[config.mk]
export PLATFORM = sky130hd
export DESIGN_NAME = control_frame_buffer_read_only
export DESIGN_NICKNAME = d
export VERILOG_FILES = /design/src/rtl/frame_buffer_pkg.sv /design/src/rtl/frame_buffer_rd_delay.sv /design/src/rtl/control_frame_buffer_read_only.sv
export SDC_FILE = /design/constraint.sdc
export NUM_CORES = 1
export LEC_CHECK = 0
export BUFFER_PORTS_ARGS = -buffer_cell sky130_fd_sc_hd__buf_2
export CAP_MARGIN = 25
export CORE_MARGIN = 2
export CORE_UTILIZATION = 50
export CTS_CLUSTER_DIAMETER = 50
export DETAILED_ROUTE_END_ITERATION = 8
export PLACE_DENSITY = 0.71
export SKIP_CTS_REPAIR_TIMING = 1
export SLEW_MARGIN = 40
export SYNTH_ARGS = -nofsm -noshare
export SYNTH_HDL_FRONTEND = slang
export SYNTH_HIERARCHICAL = 1
export SYNTH_SLANG_ARGS = --single-unit
[constraint.sdc]
create_clock -name clk_i -period 15.6 [get_ports clk_i]
set_clock_uncertainty 0.2 [all_clocks]
set_input_delay 3.12 -clock clk_i [delete_from_list [all_inputs] [get_ports clk_i]]
set_output_delay 3.12 -clock clk_i [all_outputs]
set_load 0.02 [all_outputs]
[src/rtl/frame_buffer_pkg.sv]
// Definitions shared by the frame-buffer read and write controllers:
// read-FSM state encoding and default geometry / throttle constants.
package frame_buffer_pkg;

    typedef enum logic [1:0] {
        RD_IDLE = 2'd0,
        RD_WAIT = 2'd1,
        RD_READ = 2'd2
    } rd_state_e;

    localparam int FB_ADDR_WIDTH       = 32;
    localparam int FB_FIFO_DEPTH_WIDTH = 9;
    localparam int FB_RD_LATENCY       = 2;
    localparam int FB_THRESHOLD_LOW    = 200;
    localparam int FB_THRESHOLD_HIGH   = 450;

endpackage

[src/rtl/frame_buffer_rd_delay.sv]
// LATENCY-stage shift register carrying the read strobe and its start-of-frame
// tag; every stage valid is exposed so the owner can count reads in flight.
module frame_buffer_rd_delay #(
    parameter int LATENCY = 2
) (
    input  logic               clk_i,
    input  logic               resetn_i,
    input  logic               valid_i,
    input  logic               tag_i,
    output logic [LATENCY-1:0] stage_valid_o,
    output logic               tag_o
);

    logic [LATENCY-1:0] valid_reg;
    logic [LATENCY-1:0] tag_reg;
    logic [LATENCY-1:0] valid_next;
    logic [LATENCY-1:0] tag_next;

    generate
        for (genvar gi = 0; gi < LATENCY; gi++) begin : g_stage
            if (gi == 0) begin : g_first
                assign valid_next[gi] = valid_i;
                assign tag_next[gi]   = tag_i;
            end else begin : g_chain
                assign valid_next[gi] = valid_reg[gi-1];
                assign tag_next[gi]   = tag_reg[gi-1];
            end
        end
    endgenerate

    always_ff @(posedge clk_i or negedge resetn_i) begin
        if (!resetn_i) begin
            valid_reg <= '0;
            tag_reg   <= '0;
        end else begin
            valid_reg <= valid_next;
            tag_reg   <= tag_next;
        end
    end

    assign stage_valid_o = valid_reg;
    assign tag_o         = tag_reg[LATENCY-1];

endmodule

[src/rtl/control_frame_buffer_read_only.sv]
// Read-side frame-buffer controller: sweeps addresses 0..W*H-1 cyclically and
// throttles with hysteresis on the display FIFO level plus reads in flight.
module control_frame_buffer_read_only
    import frame_buffer_pkg::*;
#(
    parameter int ADDR_WIDTH       = FB_ADDR_WIDTH,
    parameter int FIFO_DEPTH_WIDTH = FB_FIFO_DEPTH_WIDTH,
    parameter int RD_LATENCY       = FB_RD_LATENCY,
    parameter int THRESHOLD_LOW    = FB_THRESHOLD_LOW,
    parameter int THRESHOLD_HIGH   = FB_THRESHOLD_HIGH
) (
    input  logic                        clk_i,
    input  logic                        resetn_i,
    input  logic [15:0]                 resolution_width_i,
    input  logic [15:0]                 resolution_depth_i,
    input  logic                        page_written_once_i,
    input  logic                        full_i,
    input  logic [FIFO_DEPTH_WIDTH-1:0] data_count_w_i,
    output logic                        rd_o,
    output logic [ADDR_WIDTH-1:0]       addr_rd_o,
    output logic                        fifo_wr_o,
    output logic                        sof_o,
    output logic                        frame_done_o
);

    localparam int LEVEL_W = FIFO_DEPTH_WIDTH + 2;

    rd_state_e             state_reg;
    logic [ADDR_WIDTH-1:0] ptr_reg;
    logic [15:0]           width_reg;
    logic [15:0]           depth_reg;
    logic                  sof_tag_reg;

    logic [ADDR_WIDTH-1:0] in_size;
    logic [ADDR_WIDTH-1:0] last_addr;
    logic [RD_LATENCY-1:0] stage_valid;
    logic [LEVEL_W-1:0]    inflight;
    logic [LEVEL_W-1:0]    level;
    logic                  may_start;
    logic                  must_stop;

    assign in_size   = ADDR_WIDTH'(resolution_width_i) * ADDR_WIDTH'(resolution_depth_i);
    assign last_addr = ADDR_WIDTH'(width_reg) * ADDR_WIDTH'(depth_reg) - ADDR_WIDTH'(1);

    // The final delay stage is the FIFO write itself, so it is not counted as in flight.
    always_comb begin
        inflight = LEVEL_W'(rd_o);
        for (int i = 0; i < RD_LATENCY - 1; i++) begin
            inflight = inflight + LEVEL_W'(stage_valid[i]);
        end
        level = LEVEL_W'(data_count_w_i) + inflight;
    end

    assign may_start = !full_i && (level <= LEVEL_W'(THRESHOLD_LOW));
    assign must_stop = full_i || (level >= LEVEL_W'(THRESHOLD_HIGH));

    always_ff @(posedge clk_i or negedge resetn_i) begin
        if (!resetn_i) begin
            state_reg    <= RD_IDLE;
            ptr_reg      <= '0;
            width_reg    <= '0;
            depth_reg    <= '0;
            rd_o         <= 1'b0;
            addr_rd_o    <= '0;
            sof_tag_reg  <= 1'b0;
            frame_done_o <= 1'b0;
        end else begin
            rd_o         <= 1'b0;
            sof_tag_reg  <= 1'b0;
            frame_done_o <= 1'b0;
            if (!page_written_once_i) begin
                state_reg <= RD_IDLE;
            end else begin
                case (state_reg)
                    RD_IDLE: begin
                        // Geometry tracks the inputs while idle, so it is current on departure.
                        width_reg <= resolution_width_i;
                        depth_reg <= resolution_depth_i;
                        if (in_size != '0) begin
                            state_reg <= RD_WAIT;
                        end
                    end
                    RD_WAIT: begin
                        if (may_start) begin
                            state_reg <= RD_READ;
                        end
                    end
                    RD_READ: begin
                        if (must_stop) begin
                            state_reg <= RD_WAIT;
                        end else begin
                            rd_o         <= 1'b1;
                            addr_rd_o    <= ptr_reg;
                            sof_tag_reg  <= (ptr_reg == '0);
                            frame_done_o <= (ptr_reg == last_addr);
                            if (ptr_reg == last_addr) begin
                                ptr_reg   <= '0;
                                width_reg <= resolution_width_i;
                                depth_reg <= resolution_depth_i;
                            end else begin
                                ptr_reg <= ptr_reg + ADDR_WIDTH'(1);
                            end
                        end
                    end
                    default: state_reg <= RD_IDLE;
                endcase
            end
        end
    end

    frame_buffer_rd_delay #(
        .LATENCY (RD_LATENCY)
    ) u_rd_delay (
        .clk_i         (clk_i),
        .resetn_i      (resetn_i),
        .valid_i       (rd_o),
        .tag_i         (sof_tag_reg),
        .stage_valid_o (stage_valid),
        .tag_o         (sof_o)
    );

    assign fifo_wr_o = stage_valid[RD_LATENCY-1];

endmodule

==> results.sh <==
export IMPL_status="finished, final reports clean"
export IMPL_synth_top_area_share_pct=35.5
export IMPL_drive_gt1_share_pct=6.53
export IMPL_drtAntennaViolNets=0
export IMPL_synthToLayoutAreaGrowth_pct=4.38
export IMPL_drt_iter0_drc=1245
export IMPL_clock_path_buffers=2
export IMPL_first_pass_iters=5
export IMPL_min_period_ns=9.26
export IMPL_finalHoldViolCount=0
export IMPL_slew_viol_final=0
export IMPL_synth_xor_area_share_pct=3.49
export IMPL_cp_required_ns=15.65
export IMPL_die_area_mm2=0.0471
export IMPL_dpl_cell_area_mm2=0.0233
export IMPL_maxCapViolations=0
export IMPL_rsz0062_at_grt="no"
export IMPL_startpoint_type="primary input"
export IMPL_worst_slack_ns=6.34
export IMPL_grt_pass1_wl_mm=100
export IMPL_tns_ns=0
export IMPL_root_buffer="clkbuf_16"
export IMPL_synthAdderAreaFrac_pct=47.3
export IMPL_wl_per_cell_um=19.6
export IMPL_io_pins=81
export IMPL_r2r_start="width_reg[13]"
export IMPL_syn_cell_area_mm2=0.0227
export IMPL_synth_edff_count=0
export IMPL_synth_area_per_cell_um2=8.99
export IMPL_start_util_pct=50.3
export IMPL_worstSetupPathType="primary input to register"
export IMPL_synth_cells_most_frequent="nand2_1 (490), fa_1 (402), inv_1 (389), ha_1 (214), and2_1 (192)"
export IMPL_min_path_type="register to register"
export IMPL_core_area_mm2=0.0451
export IMPL_synth_top_cell_by_area="fa_1"
export IMPL_postLayoutCellArea_mm2=0.0237
export IMPL_yosys_area_share_simple_pct=19.1
export IMPL_nets=3153
export IMPL_ys_ff_latch=105
export IMPL_synth_compound_area_share_pct=7.17
export IMPL_vias=17700
export IMPL_yosys_cell_types_count=84
export IMPL_ys_seq_area_share_pct=11.6
export IMPL_gp_congestion=0.940
export IMPL_cp_max_fo=17
export IMPL_async_reset_ff_share_pct=100
export IMPL_cts_tree="done"
export IMPL_grt_max_degree=58
export IMPL_worst_slew_pin_transition_ns=0.872
export IMPL_dp_hpwl_mm=48.6
export IMPL_fin_crit_sh_pct=59.4
export IMPL_synth_most_common_cell="nand2_1"
export IMPL_startpoint="resolution_width_i[10]"
export IMPL_setup_viol=0
export IMPL_routed_wl_mm=60.7
export IMPL_grt_overflow_total=0
export IMPL_synth_top_family_by_area="adder cells"
export IMPL_muxShareOfSynthArea_pct=2.59
export IMPL_insertion_delay_ns=0.38
export IMPL_antenna_found_initial=1
export IMPL_worst_endpoint_arrival_ns=9.31
export IMPL_die_x_um=217
export IMPL_viasPerCell=5.71
export IMPL_clk_pin_slew_ns=0.09
export IMPL_cts_sinks=105
export IMPL_syn_nets=3181
export IMPL_place_ws_ns=5.98
export IMPL_yosys_warnings=6
export IMPL_place_port_buffers=80
export IMPL_fmax_ghz=0.108
export IMPL_relSlewSlack_pct=41.9
export IMPL_cts_max_level=3
export IMPL_synth_main_ff_cell="dfrtp_1"
export IMPL_grt_pass1_vias=18900
export IMPL_min_from="u_rd_delay/tag_reg[0]"
export IMPL_synthTopCellsByArea="fa_1 (36%), ha_1 (12%), dfrtp_1 (12%), nand2_1 (8.1%), inv_1 (6.4%)"
export IMPL_remaining_drc_errors=0
export IMPL_die_h_um=217
export IMPL_row_count=78
export IMPL_cts_buffers=9
export IMPL_syn_inst=2520
export IMPL_end_kind="register"
export IMPL_track_usage_pct=27.1
==> cell type report <==
type                       count  area [um^2]
fill                        4136        21400
multi-input combinational   1903        18100
sequential                   105         2630
inverter                     390         1460
tap                          600          751
timing repair buffer          83          425
clock buffer                   9          225
clock inverter                 7         85.1
antenna                        1         2.50
==> layer usage <==
metal | global-route usage, % | routed length [um]
met5 | 0 | 0
met4 | 9.25 | 1930
met3 | 2.82 | 3270
met2 | 48.5 | 31700
met1 | 34.1 | 23800
==> per-stage QoR <==
step	hold slack (ns)	instances	utilization [%]
after floorplan	0.131	2520	-
after global placement	0.137	3081	51.8
after detailed placement	0.136	3081	51.8
after CTS	0.157	3097	52.5
after global routing	0.163	3098	52.5
final	0.153	3098	52.5
==> worst max-delay path, stage by stage <==
cell and delay [ns]:
buf_2 0.39, nand2_1 0.15, fa_1 0.52, fa_1 0.57, fa_1 0.46, fa_1 0.56
fa_1 0.42, fa_1 0.52, inv_1 0.06, ha_1 0.44, nand3_1 0.17, nor2_1 0.15
a21boi_0 0.33, o21ai_0 0.23, mux2i_1 0.16, a2111oi_0 0.33, nand3_1 0.11, nor4_1 0.23
and4_1 0.24, a41oi_1 0.11
==> cells in the final DEF (no fill, tap or decap), drive strengths merged, types with 46 or more instances in the layout <==
| master | count |
|---|---|
| inv | 395 |
| a21oi | 70 |
| nand2 | 491 |
| buf | 83 |
| dfrtp | 105 |
| nor2 | 81 |
| and2 | 192 |
| ha | 214 |
| o21ai | 46 |
| fa | 402 |
| xnor2 | 53 |
==> path summary, 6_finish.rpt <==
| kind | endpoint | slack [ns] | cells after the start |
|---|---|---|---|
| min in group asynchronous | addr_rd_o[9] | 2.58 | 1 |
| max in group asynchronous | width_reg[3] | 11.42 | 2 |
| min reg2reg | u_rd_delay/tag_reg[1] | 0.15 | 0 |
| min | u_rd_delay/tag_reg[1] | 0.15 | 0 |
| max reg2reg | width_reg[0] | 7.41 | 22 |
| max | state_reg[0] | 6.34 | 20 |
==> logic make-up (layout without fill, tap and decap cells) <==
family	Yosys count	after routing
xor gates and xnor gates	88	88
other	0	1
muxes	43	43
buffers and inverters	512	489
adders and majority gates	616	616
DFF	105	105
and+or+nand+nor	917	917
AOI/OAI and AO/OA	239	239
Power is not shown: default switching activity piles up to over one toggle a cycle in this logic, so the estimate is an artifact.
